### src/rtl/vm_pkg.sv
// Shared types and coin decoding for the parametrised vending machine.
package vm_pkg;

    typedef enum logic [1:0] {
        StIdle    = 2'd0,
        StCollect = 2'd1,
        StVend    = 2'd2,
        StChange  = 2'd3
    } vm_state_e;

    localparam logic [1:0] COIN_NONE = 2'b00;
    localparam logic [1:0] COIN_1    = 2'b01;
    localparam logic [1:0] COIN_2    = 2'b10;
    localparam logic [1:0] COIN_5    = 2'b11;

    function automatic logic [2:0] coin_value(input logic [1:0] code);
        logic [2:0] val;
        case (code)
            COIN_1:  val = 3'd1;
            COIN_2:  val = 3'd2;
            COIN_5:  val = 3'd5;
            default: val = 3'd0;
        endcase
        return val;
    endfunction

endpackage

### src/rtl/vm_stock_counter.sv
// Saturating product stock register: one-unit vend decrement plus restock add.
module vm_stock_counter #(
    parameter int unsigned STOCK_W    = 4,
    parameter int unsigned STOCK_INIT = 10
) (
    input  logic               clk,
    input  logic               rst,
    input  logic               dec_i,
    input  logic               restock_valid_i,
    input  logic [STOCK_W-1:0] restock_qty_i,
    output logic [STOCK_W-1:0] stock_o,
    output logic               sold_out_o
);

    logic [STOCK_W-1:0] stock_q, stock_d;
    logic [STOCK_W:0]   sum;

    always_comb begin
        sum = {1'b0, stock_q};
        if (restock_valid_i) begin
            sum = sum + {1'b0, restock_qty_i};
        end
        // Guard against underflow even though a vend never happens with zero stock.
        if (dec_i && (stock_q != '0)) begin
            sum = sum - (STOCK_W+1)'(1);
        end
        stock_d = sum[STOCK_W] ? '1 : sum[STOCK_W-1:0];
    end

    always_ff @(posedge clk or posedge rst) begin
        if (rst) begin
            stock_q <= STOCK_W'(STOCK_INIT);
        end else begin
            stock_q <= stock_d;
        end
    end

    assign stock_o    = stock_q;
    assign sold_out_o = (stock_q == '0);

endmodule

### src/rtl/vending_machine_param.sv
// Coin vending FSM with configurable price, unit-at-a-time change return and stock tracking.
module vending_machine_param
    import vm_pkg::*;
#(
    parameter int unsigned PRICE      = 3,
    parameter int unsigned STOCK_W    = 4,
    parameter int unsigned STOCK_INIT = 10,
    localparam int unsigned CREDIT_W  = $clog2(PRICE + 5)
) (
    input  logic                clk,
    input  logic                rst,
    input  logic                coin_valid_i,
    input  logic [1:0]          coin_i,
    input  logic                cancel_i,
    input  logic                change_ready_i,
    input  logic                restock_valid_i,
    input  logic [STOCK_W-1:0]  restock_qty_i,
    output logic                product_o,
    output logic                change_valid_o,
    output logic                coin_reject_o,
    output logic [CREDIT_W-1:0] credit_o,
    output logic                sold_out_o,
    output logic                busy_o
);

    localparam logic [CREDIT_W:0]   PriceWide = (CREDIT_W+1)'(PRICE);
    localparam logic [CREDIT_W-1:0] PriceCr   = CREDIT_W'(PRICE);

    vm_state_e           state_q, state_d;
    logic [CREDIT_W-1:0] credit_q, credit_d;
    logic                reject_q, reject_d;
    logic                accept;
    logic                vend_exit;
    logic [CREDIT_W:0]   sum;
    logic [STOCK_W-1:0]  stock_w;
    logic                sold_out_w;

    always_comb begin
        state_d   = state_q;
        credit_d  = credit_q;
        vend_exit = 1'b0;
        accept    = coin_valid_i && (coin_i != COIN_NONE) && !sold_out_w && !cancel_i &&
                    ((state_q == StIdle) || (state_q == StCollect));
        reject_d  = coin_valid_i && !accept;
        sum       = {1'b0, credit_q} + (CREDIT_W+1)'(coin_value(coin_i));

        case (state_q)
            StIdle, StCollect: begin
                if ((state_q == StCollect) && cancel_i) begin
                    state_d = StChange;
                end else if (accept) begin
                    credit_d = sum[CREDIT_W-1:0];
                    state_d  = (sum >= PriceWide) ? StVend : StCollect;
                end
            end
            StVend: begin
                vend_exit = 1'b1;
                credit_d  = credit_q - PriceCr;
                state_d   = (credit_q != PriceCr) ? StChange : StIdle;
            end
            StChange: begin
                if (change_ready_i) begin
                    credit_d = credit_q - CREDIT_W'(1);
                    if (credit_q <= CREDIT_W'(1)) begin
                        credit_d = '0;
                        state_d  = StIdle;
                    end
                end
            end
            default: begin
                state_d  = StIdle;
                credit_d = '0;
            end
        endcase
    end

    always_ff @(posedge clk or posedge rst) begin
        if (rst) begin
            state_q  <= StIdle;
            credit_q <= '0;
            reject_q <= 1'b0;
        end else begin
            state_q  <= state_d;
            credit_q <= credit_d;
            reject_q <= reject_d;
        end
    end

    vm_stock_counter #(
        .STOCK_W   (STOCK_W),
        .STOCK_INIT(STOCK_INIT)
    ) u_stock (
        .clk            (clk),
        .rst            (rst),
        .dec_i          (vend_exit),
        .restock_valid_i(restock_valid_i),
        .restock_qty_i  (restock_qty_i),
        .stock_o        (stock_w),
        .sold_out_o     (sold_out_w)
    );

    assign product_o      = (state_q == StVend);
    assign change_valid_o = (state_q == StChange);
    assign busy_o         = (state_q == StVend) || (state_q == StChange);
    assign coin_reject_o  = reject_q;
    assign credit_o       = credit_q;
    assign sold_out_o     = sold_out_w;

endmodule

### config.mk
export PLATFORM = sky130hd
export DESIGN_NAME = vending_machine_param
export DESIGN_NICKNAME = d
export VERILOG_FILES = /design/src/rtl/vm_pkg.sv /design/src/rtl/vm_stock_counter.sv /design/src/rtl/vending_machine_param.sv
export SDC_FILE = /design/constraint.sdc
export NUM_CORES = 1
export LEC_CHECK = 0
export CORE_MARGIN = 1.5
export CORE_UTILIZATION = 51
export DETAILED_ROUTE_END_ITERATION = 8
export GPL_ROUTABILITY_DRIVEN = 0
export PLACE_DENSITY = 0.79
export SYNTH_ARGS = -nofsm -noshare
export SYNTH_HDL_FRONTEND = slang
export SYNTH_SLANG_ARGS = --single-unit
### constraint.sdc
create_clock -name clk -period 2.43 [get_ports clk]
set_clock_uncertainty 0.05 [all_clocks]
set_input_delay 0.243 -clock clk [delete_from_list [all_inputs] [get_ports clk]]
set_output_delay 0.243 -clock clk [all_outputs]
set_load 0.01 [all_outputs]
==> results of run 1 <==
where the power goes:
part,leakage (nW),internal (mW),switching [mW]
Combinational,0.443,0.552,0.561
Clock,0.0210,0.0911,0.0628
Sequential,0.114,0.259,0.156
routing by layer:
layer | track usage (%) | vias up | share of wire (%)
met1 | 23.6 | 461 | 41
met2 | 39.4 | 39 | 51
li1 | - | 455 | -
met5 | 0 | - | 0
met4 | 12.9 | 0 | 3.7
met3 | 5.86 | 15 | 4.7
worst max-delay path: cells and delay by family, from the launching register on:
kind,cells,cell delay (ps)
adder cells (fa/ha/maj),3,990
AO/OA/AOI/OAI,3,440
flip-flops,1,440
multiplexers,1,270
AND/OR/NAND/NOR,1,60
worst max path at each step:
stage | depth (start not counted) | endpoint | slack (ps)
2_1_floorplan | 8 | u_stock.stock_o[3] | 340
3_3_place_gp | 9 | u_stock.stock_o[3] | 20
3_5_place_dp | 9 | u_stock.stock_o[3] | -120
4_1_cts | 8 | u_stock.stock_o[3] | 90
5_1_grt | 8 | u_stock.stock_o[3] | -60
6_report | 8 | u_stock.stock_o[3] | 60
flip-flops by register name, summed over array words and instances, names as in the netlist:
signal,cells
coin_reject_o,1
u_stock.stock_o,4
credit_o,3
state_q,2
through the flow:
step	util [%]	cell area [um2]	power (mW)	worst slack, ps
after floorplan	-	1050	1.13	343
final	67.9	1330	1.68	60.1
after global routing	67.9	1330	1.83	-59.2
after CTS	67.0	1320	1.63	87.0
after detailed placement	65.2	1280	1.47	-116
after global placement	65.2	1280	1.42	18.4
layout make-up:
cell class	instances	area, um2	area share (%)
Inverter	10	37.5	2.82
Tap cell	27	33.8	2.54
Clock buffer	4	36.3	2.72
Sequential cell	10	253	19.0
Multi-Input combinational cell	91	752	56.4
Timing Repair Buffer	23	220	16.5
cells by family after synthesis:
logic type                 after synthesis
and+or+nand+nor                         37
DFF                                     10
xor gates and xnor gates                 4
buffers and inverters                   13
muxes                                    6
adders and majority gates               14
AOI/OAI and AO/OA                       30
what timing repair did:
| action | CTS | global route |
|---|---|---|
| gates resized for setup | 0 | 3 |
| endpoints found under the setup margin | 0 | 1 |
| buffers inserted | 0 | 1 |
cell usage in the layout, fill, tap and decap left out, drive strengths merged, types with 2 or more instances in the layout:
| cell type | n |
|---|---|
| dfrtp | 8 |
| and2 | 3 |
| nor2b | 2 |
| buf | 4 |
| clkdlybuf4s50 | 19 |
| o22ai | 2 |
| inv | 10 |
| xnor2 | 3 |
| ha | 12 |
| dfstp | 2 |
| o21ai | 9 |
| clkbuf | 4 |
| nor3 | 4 |
| mux2i | 5 |
| nand2b | 3 |
| fa | 2 |
| nand2 | 9 |
| a21oi | 8 |
| nor2 | 9 |
==> run metrics, run 1 <==
Tmin final 2370 ps; CTS root buf clkbuf_4; setup_tns 0 ps; most frequent cell after synthesis ha_1; Hold Vio Cnt, Final 0; Longest Clk Path Bufs 2; critical path endpoint category flip-flop; critical path class reg2reg; Setup crit start kind flip-flop; Post-Synthesis Cells 114; Post-synth top cells ha_1, inv_1, nand2_1; Worst-Skew Late Latency 280 ps; number of remaining DRC errors 0; Clk pin slew, worst setup/hold paths 70 ps; Worst EP required ~2600 ps; Synth Area in Compound Gates 20.0%; WHS 191 ps; dominant cells by area after synthesis dfrtp_1, ha_1, dfstp_2; Die Ht 48.4 um; vias in the first global route 995; vias per inst approximately 5.9; Max Fclk approximately 420 MHz; chip width just under 50 um; dpl hpwl between 1.5 and 2 mm; synthesis-stage register bit count 10; initial antenna violation count 0; gr usage total 22.1%; WL/cell between 10 and 15 um; layout net count 165; Synthesis Warnings 0; IO buf count 19; largest family of logic cells by synthesized area simple AND/OR/NAND/NOR gates; Main synth FF type dfrtp_1; CTS buffer count 3; WP data arrival 2490 ps; Synth top area share 19.0%; RR Startpoint u_stock.stock_o[0]; CP cell instances ha_1, fa_1, mux2i_2, ha_2, nor2_1, o211ai_1, o21ai_1, a31oi_1; status finished, final reports clean; Top Ports 20; placed cell count 160; Post-Synth Adder-Cell Area 18.1%; HP Class in2async; overall routed net length 2.45 mm; post-synthesis xor/xnor area fraction 4.04%; Seq/Total Area, Yosys 24.0%; Post-Synth Simple-Gate Area 22.2%; reg-to-reg endpoint u_stock.stock_o[3]; Pre-Repair DR Iteration Count 4; LEAKAGE 0.578 nW; CTS tree built; core area 0.00196 mm2; IR drop worst, VDD 689 uV; GRT Residual Overflow 0; Worst Tran Pin Value about 540 ps; Antenna diodes 0; reg2reg path depth 8; fillcell total 175; CP Max Fanout 4; Largest stage delay, worst path around 480 ps; initial drt markers 19; post-synthesis async set-or-reset flop share 100%; crit share post-route 97.5%; global-route wire length before repair 4.08 mm; Distinct cells, synth 45; H-tree depth 1; Synth area leader dfrtp_1; CP max stage cell fa_1; power density of the placed cells 1260 mW/mm2; Clock Sinks 10; mux contribution to synthesized area 6.18%; Avg Inst Size Synth between 9 and 10 um2; EDFF count, synth 0; final slew viol count 0; Layout area overhead 26.6%; Layout Cells excl Fill 165; slack of the worst reg-to-reg path 60 ps; Routed Antenna Nets 0; Initial Util between 50% and 60%; max-cap viol count 0; CTS Hold Bufs 0; largest net degree at the start of global routing 13; Synth Cell Area 0.00105 mm2; Die ar. roughly 0.0023 mm2; num rows 16; final setup fails 0; Net Count, Synth 140; vias after detailed routing 970; share of cells above drive strength 1 18.1%; Worst Setup SP u_stock.stock_o[0]; Max-slew headroom 64.1%
No activity file was read; power rests on OpenSTA's default activity.
==> run 2: changes to the inputs <==
--- a/config.mk
+++ b/config.mk
@@ -5,8 +5,9 @@
 export SDC_FILE = /design/constraint.sdc
 export NUM_CORES = 1
 export LEC_CHECK = 0
+export ABC_AREA = 1
 export CORE_MARGIN = 1.5
-export CORE_UTILIZATION = 51
+export CORE_UTILIZATION = 52
 export DETAILED_ROUTE_END_ITERATION = 8
 export GPL_ROUTABILITY_DRIVEN = 0
 export PLACE_DENSITY = 0.79
==> run 2 against run 1 <==
Net effect:
- fmax grew 5.3%
- critical path depth grew 4
- combinational power is essentially flat
- clock power shrank 5%
- synthesized cell count grew 37%
- sequential share of layout area shrank 0.16 points
- via count grew 9.5%
- register-to-register slack gained 150 ps
- largest cell class unchanged
==> run metrics, run 2 <==
setup repair after global routing missed its margin false; Final Cell Area 0.00134 mm2 (+0.85%); share of cells above drive strength 1 9.55% (-8.6 points); Main synth FF type dfrtp_1; Synth top area share 18.4% (-0.66 points); Post-Synthesis Cells 156 (+37%); Pre-Repair DR Iteration Count 4 (unchanged); crit share post-route 92.6% (-4.9 points); Largest stage delay, worst path 480 ps (about the same); slack of the worst reg-to-reg path 210 ps (+150 ps); CTS Hold Bufs 0 (unchanged); CTS tree built; CP max stage cell clkdlybuf4s50_1; Antenna diodes 0 (unchanged); commonest non-fill, non-tap cells in the layout nand2_1, inv_1, nand3_1, clkdlybuf4s50_1, ha_1; Synth Cell Area 0.00109 mm2 (+3.6%); worst path bufs/invs 2 (+2); H-tree depth 1 (unchanged); WHS 212 ps (+21.6 ps); chip width 48.8 um (+0.73%); EDFF count, synth 0 (unchanged); Avg Inst Size Synth 6.99 um2 (-24%); placed cell count 201 (+26%); area taken by multi-input logic gates 712 um2 (-5.3%); FF/Latch Area 253 um2 (unchanged); DP Worst Slack -44.6 ps (+71.5 ps); vias in the first global route 1052 (+5.7%); dpl hpwl 2.14 mm (+17%); post-synthesis async set-or-reset flop share 100% (unchanged); status finished, final reports clean; global-route wire length before repair 4.58 mm (+12%); Tmin final 2250 ps (-119 ps); Net Count, Synth 182 (+30%); Max-slew headroom 73.5% (+9.3 points); gr usage total 24.6% (+2.4 points); critical path endpoint category flip-flop; most frequent cell after synthesis nand2_1; fillcell total 173 (-1.1%); critical path class in2reg; Longest Clk Path Bufs 2 (unchanged); Layout Cells excl Fill 205 (+24%); IO buf count 19 (unchanged); Post-synth top cells nand2_1, inv_1, nand3_1; final slew viol count 0 (unchanged); HP Class in2async; Layout area overhead 23.3%; CP Max Fanout 4 (unchanged); Clock Sinks 10 (unchanged); LEAKAGE 0.724 nW (+25%); power density of the placed cells 1190 mW/mm2 (-5.7%); most common cell after layout, fill and taps aside nand2_1; number of flip-flops in the largest register 4 (unchanged); core area 0.00196 mm2 (unchanged); Distinct cells, synth 27 (-40%); Top Ports 20 (unchanged); Seq/Total Area, Yosys 23.2% (-0.83 points); Worst-Skew Late Latency 260 ps (-20 ps); Die Ht 48.8 um (+0.73%); largest net degree at the start of global routing 11 (-2); PnR worst setup slack 179 ps (+119 ps); Max Fclk 444 MHz (+5.3%); GRT Residual Overflow 0 (unchanged); CP cell instances clkdlybuf4s50_1, ha_1, fa_1, inv_1, nand2_1, nand2_1, ha_1, nand3_4, nor2_4, nand3_2, nand2_2, nand3b_1; CTS resizes 0 (unchanged); vias after detailed routing 1062 (+9.5%); # Post-CTS Setup Buffers 0 (unchanged); synthesis-stage register bit count 10 (unchanged); CTS buffer count 3 (unchanged); Worst Tran Pin Value 397 ps (-139 ps); Setup crit start kind input pin; Die ar. 0.00238 mm2 (+1.5%); Routed Antenna Nets 0 (unchanged); overall routed net length 2.64 mm (+8.0%); final setup fails 0 (unchanged); vias per inst 5.18 (-12%); WP data arrival 2340 ps (-150 ps); Hold Vio Cnt, Final 0 (unchanged); Synth area leader dfrtp_1; dpl cell area 0.00131 mm2 (+2.2%); WL/cell 12.9 um (-13%); Initial Util 55.5% (+1.9 points); Clk pin slew, worst setup/hold paths 70 ps (about the same); num rows 16 (unchanged); initial drt markers 25 (+6); Synthesis Warnings 0 (unchanged); initial antenna violation count 0 (unchanged); number of remaining DRC errors 0 (unchanged); layout net count 205 (+24%); max-cap viol count 0 (unchanged); CP delay by family, top adder cells; CTS root buf clkbuf_4; dominant cells by area after synthesis dfrtp_1, ha_1, nand2_1; IR drop worst, VDD 711 uV (+3.1%); Worst EP required 2520 ps (-30 ps)
## run 2: changes by cell type after synthesis, sizes merged, moves of 4 or more
cell / delta
nor3: -4
mux2i: -5
inv: +19
nand2: +32
nand3: +21
## run 2: per-layer routing
| metal | share of wire, % | vias to the layer above | GRT usage, % | wire length [um] |
|---|---|---|---|---|
| met1 | 41 | 488 | 27.5 | 1080 |
| met2 | 56 | 27 | 48.4 | 1490 |
| met4 | 0 | 0 | 6.67 | 0 |
| met3 | 2.5 | 0 | 2.76 | 67 |
| met5 | 0 | - | 0 | 0 |
| li1 | - | 547 | - | - |
## run 2: area by class of cell
| class | count | area share [%] |
|---|---|---|
| Clock buffer | 4 | 2.70 |
| Inverter | 29 | 8.29 |
| Multi-Input combinational cell | 115 | 53.0 |
| Sequential cell | 10 | 18.8 |
| Tap cell | 27 | 2.51 |
| Timing Repair Buffer | 20 | 14.7 |
## run 2: stage by stage
stage,total power [mW],util (%),setup TNS (ps)
final,1.60,68.5,0
after global routing,1.78,68.5,0
after CTS,1.60,68.5,0
after detailed placement,1.44,66.6,-103
after global placement,1.39,66.6,0
after floorplan,1.11,-,0
## run 2: final timing paths
check,start,to,cells past startpoint
worst min-delay path,rst,state_q[1],2
max in group asynchronous,rst,u_stock.stock_o[3],2
worst min register to register,credit_o[1],credit_o[1],2
worst max-delay path,restock_qty_i[0],u_stock.stock_o[0],12
min in group clk,coin_valid_i,coin_reject_o,3
worst max register to register,u_stock.stock_o[0],u_stock.stock_o[0],11
## run 2: power by group
group          switching [mW]  internal (mW)  total (mW)
combinational           0.617          0.458        1.08
sequential              0.120          0.258       0.378
clock                  0.0557         0.0908       0.147
## run 2: worst register-to-register path: stages, from the launching register on
cell and delay (ps):
dfrtp_1 400, ha_1 230, fa_1 440, inv_1 60
nand2_1 60, nand2_1 120, ha_1 230, nand3_4 110
nor2_4 150, nand3_2 90, nand2_2 90, nand3b_1 80
## run 2: logic make-up (layout without fill, tap and decap cells)
kind of cell / count (synthesis) / count (layout) / share of synthesized area [%]
xor gates and xnor gates: 3 / 3 / 2.41
buffers and inverters: 31 / 53 / 11.5
adders and majority gates: 14 / 14 / 17.5
and+or+nand+nor: 79 / 79 / 35.9
AOI/OAI and AO/OA: 19 / 19 / 9.53
DFF: 10 / 10 / 23.2
==> patch (config.mk and constraints of run 2) <==
`STOCK_W` is set to 4 in 2 places; all go to 6.
--- a/src/rtl/vm_stock_counter.sv
+++ b/src/rtl/vm_stock_counter.sv
@@ -2,3 +2,3 @@
 module vm_stock_counter #(
-    parameter int unsigned STOCK_W    = 4,
+    parameter int unsigned STOCK_W    = 6,
     parameter int unsigned STOCK_INIT = 10
--- a/src/rtl/vending_machine_param.sv
+++ b/src/rtl/vending_machine_param.sv
@@ -5,3 +5,3 @@
     parameter int unsigned PRICE      = 3,
-    parameter int unsigned STOCK_W    = 4,
+    parameter int unsigned STOCK_W    = 6,
     parameter int unsigned STOCK_INIT = 10,
Ports: changed (resized restock_qty_i); port bits go from 20 to 22. No check against the original RTL was run, so the function may have changed too.
==> patch against run 2 <==
Total power increased by 14%. Wire length increased by 7.8%. Via count increased by 16%. Setup slack got worse by 0.073 ns. Non-clock buffer count increased by 7. Register-to-register slack got worse by 0.10 ns. Count of clock-buffer cells in the layout decreased by 1. Fmax decreased by 3.1%. Sequential cell count increased by 2. Design area increased by 17%. Sequential share of layout area increased by 0.46 points. Synthesized area increased by 16%. Sequential power increased by 16%.
==> patch: results (changes against run 2) <==
GRT met2 Usage: 45.6% (was 48.4%)
CTS clk-pin slew, worst paths: 0.07 ns (about the same)
Pre-Repair DR Iteration Count: 4 (unchanged)
Hpwl dp: 2290 um (was 2140 um)
CP arrival: 2.43 ns (was 2.34 ns)
Worst path max stage delay: 0.56 ns (was 0.48 ns)
Worst-Skew Late Latency: 0.28 ns (was 0.26 ns)
Peak supply drop: 0.000750 V (was 0.000711 V)
First-pass GRT wire length: 4850 um (was 4580 um)
Worst-Margin Slew: 0.492 ns (was 0.397 ns)
Diodes inserted: 0 (unchanged)
CTS resizes: 0 (unchanged)
Longest Clk Path Bufs: 2 (unchanged)
Setup bufs post-CTS: 0 (unchanged)
Net count, final: 232 (was 205)
Area contributors post-synth: dfrtp_1 (20%), ha_1 (14%), nand2_1 (12%) (was dfrtp_1 (18%), ha_1 (14%), nand2_1 (13%))
Synth cell types: 34 (was 27)
DR WL met2: 1530 um (was 1490 um)
CTS buffer count: 3 (unchanged)
Port Buffer Count: 21 (was 19)
Initial antenna violation count: 0 (unchanged)
Met1 Resource Use GR: 26.0% (was 27.5%)
Top Layer Used: met4 (was met3)
Status: complete, no violations (unchanged)
Root Driver: clkbuf_4 (unchanged)
Hold Slack: 0.231 ns (was 0.212 ns)
Drt via density: 5.40 (was 5.18)
Max FFs per register: 6 (was 4)
Asr flop ratio synth: 100% (unchanged)
Crit-path slowest cell: dfstp_2 (was clkdlybuf4s50_1)
Post-synthesis sequential area ratio: 24.0% (was 23.2%)
Final WL: 2850 um (was 2640 um)
Total global-route track usage: 23.5% (was 24.6%)
Wire length on met3: 93 um (was 67 um)
H-tree lvl count: 1 (unchanged)
Layout cells sized above 1: 16.5% (was 9.55%)
WL met1: 1190 um (was 1080 um)
CP Max Fanout: 5 (was 4)
Largest net degree at the start of global routing: 13 (was 11)
Total Negative Setup Slacks: 0 ns (unchanged)
Net Count, Synth: 202 (was 182)
Initial drt markers: 21 (was 25)
Pleak: 0.782 nW (was 0.724 nW)
Vias in the first global route: 1197 (was 1052)
Fill cells: 203 (was 173)
Top cells by count, synth: nand2_1 (40), inv_1 (23), a21oi_1 (14), ha_1 (14), nand3_1 (14) (was nand2_1 (39), inv_1 (28), nand3_1 (19))
Met3 usage: 1.71% (was 2.76%)
-- patch: changes by cell type in the layout (fill, tap and decap cells not counted), sizes merged, moves of 3 or more --
cell and delta:
a21oi +9, buf +5, nand3 -4, inv -3
-- patch: cell families after synthesis --
logic type / Yosys count / share of synthesized area (%)
adder cells (fa/ha/maj): 16 / 17.0
XOR/XNOR: 5 / 3.47
flip-flops: 12 / 24.0
multiplexers: 1 / 0.891
AO/OA/AOI/OAI: 31 / 14.6
AND/OR/NAND/NOR: 79 / 30.9
buffers and inverters: 28 / 9.21
-- patch: metrics by stage --
stage	setup slack, ns	instance area, um^2	instances	util, %
2_1_floorplan	0.261	1260	172	-
3_3_place_gp	-0.145	1520	222	67.2
3_5_place_dp	-0.232	1520	222	67.2
4_1_cts	0.0542	1540	225	68.2
5_1_grt	-0.0237	1570	228	69.7
6_report	0.106	1570	228	69.7
-- patch: cell type report --
cell class              instances  area, um^2  share of cell area (%)
well taps                      28        35.0                    2.23
inverters                      26         100                    6.37
flip-flops and latches         12         303                    19.3
clock buffers                   3        22.5                    1.43
repair buffers                 27         258                    16.4
multi-input cells             132         853                    54.3
-- patch: final timing paths --
path	end	startpoint	slack, ns	cells after the start
setup / recovery	u_stock.stock_o[2]	u_stock.stock_o[1]	0.11	12
hold / removal	credit_o[2]	rst	0.23	2
setup reg to reg	u_stock.stock_o[2]	u_stock.stock_o[1]	0.11	12
hold reg to reg	credit_o[2]	credit_o[2]	0.62	2
max in group asynchronous	u_stock.stock_o[1]	rst	1.75	2
min in group clk	coin_reject_o	coin_valid_i	0.50	3
-- patch: power by group --
group	switching, mW	leakage [nW]	internal [mW]
Clock	0.0677	0.0138	0.0575
Sequential	0.134	0.134	0.306
Combinational	0.699	0.634	0.553
Total	0.901	0.782	0.917
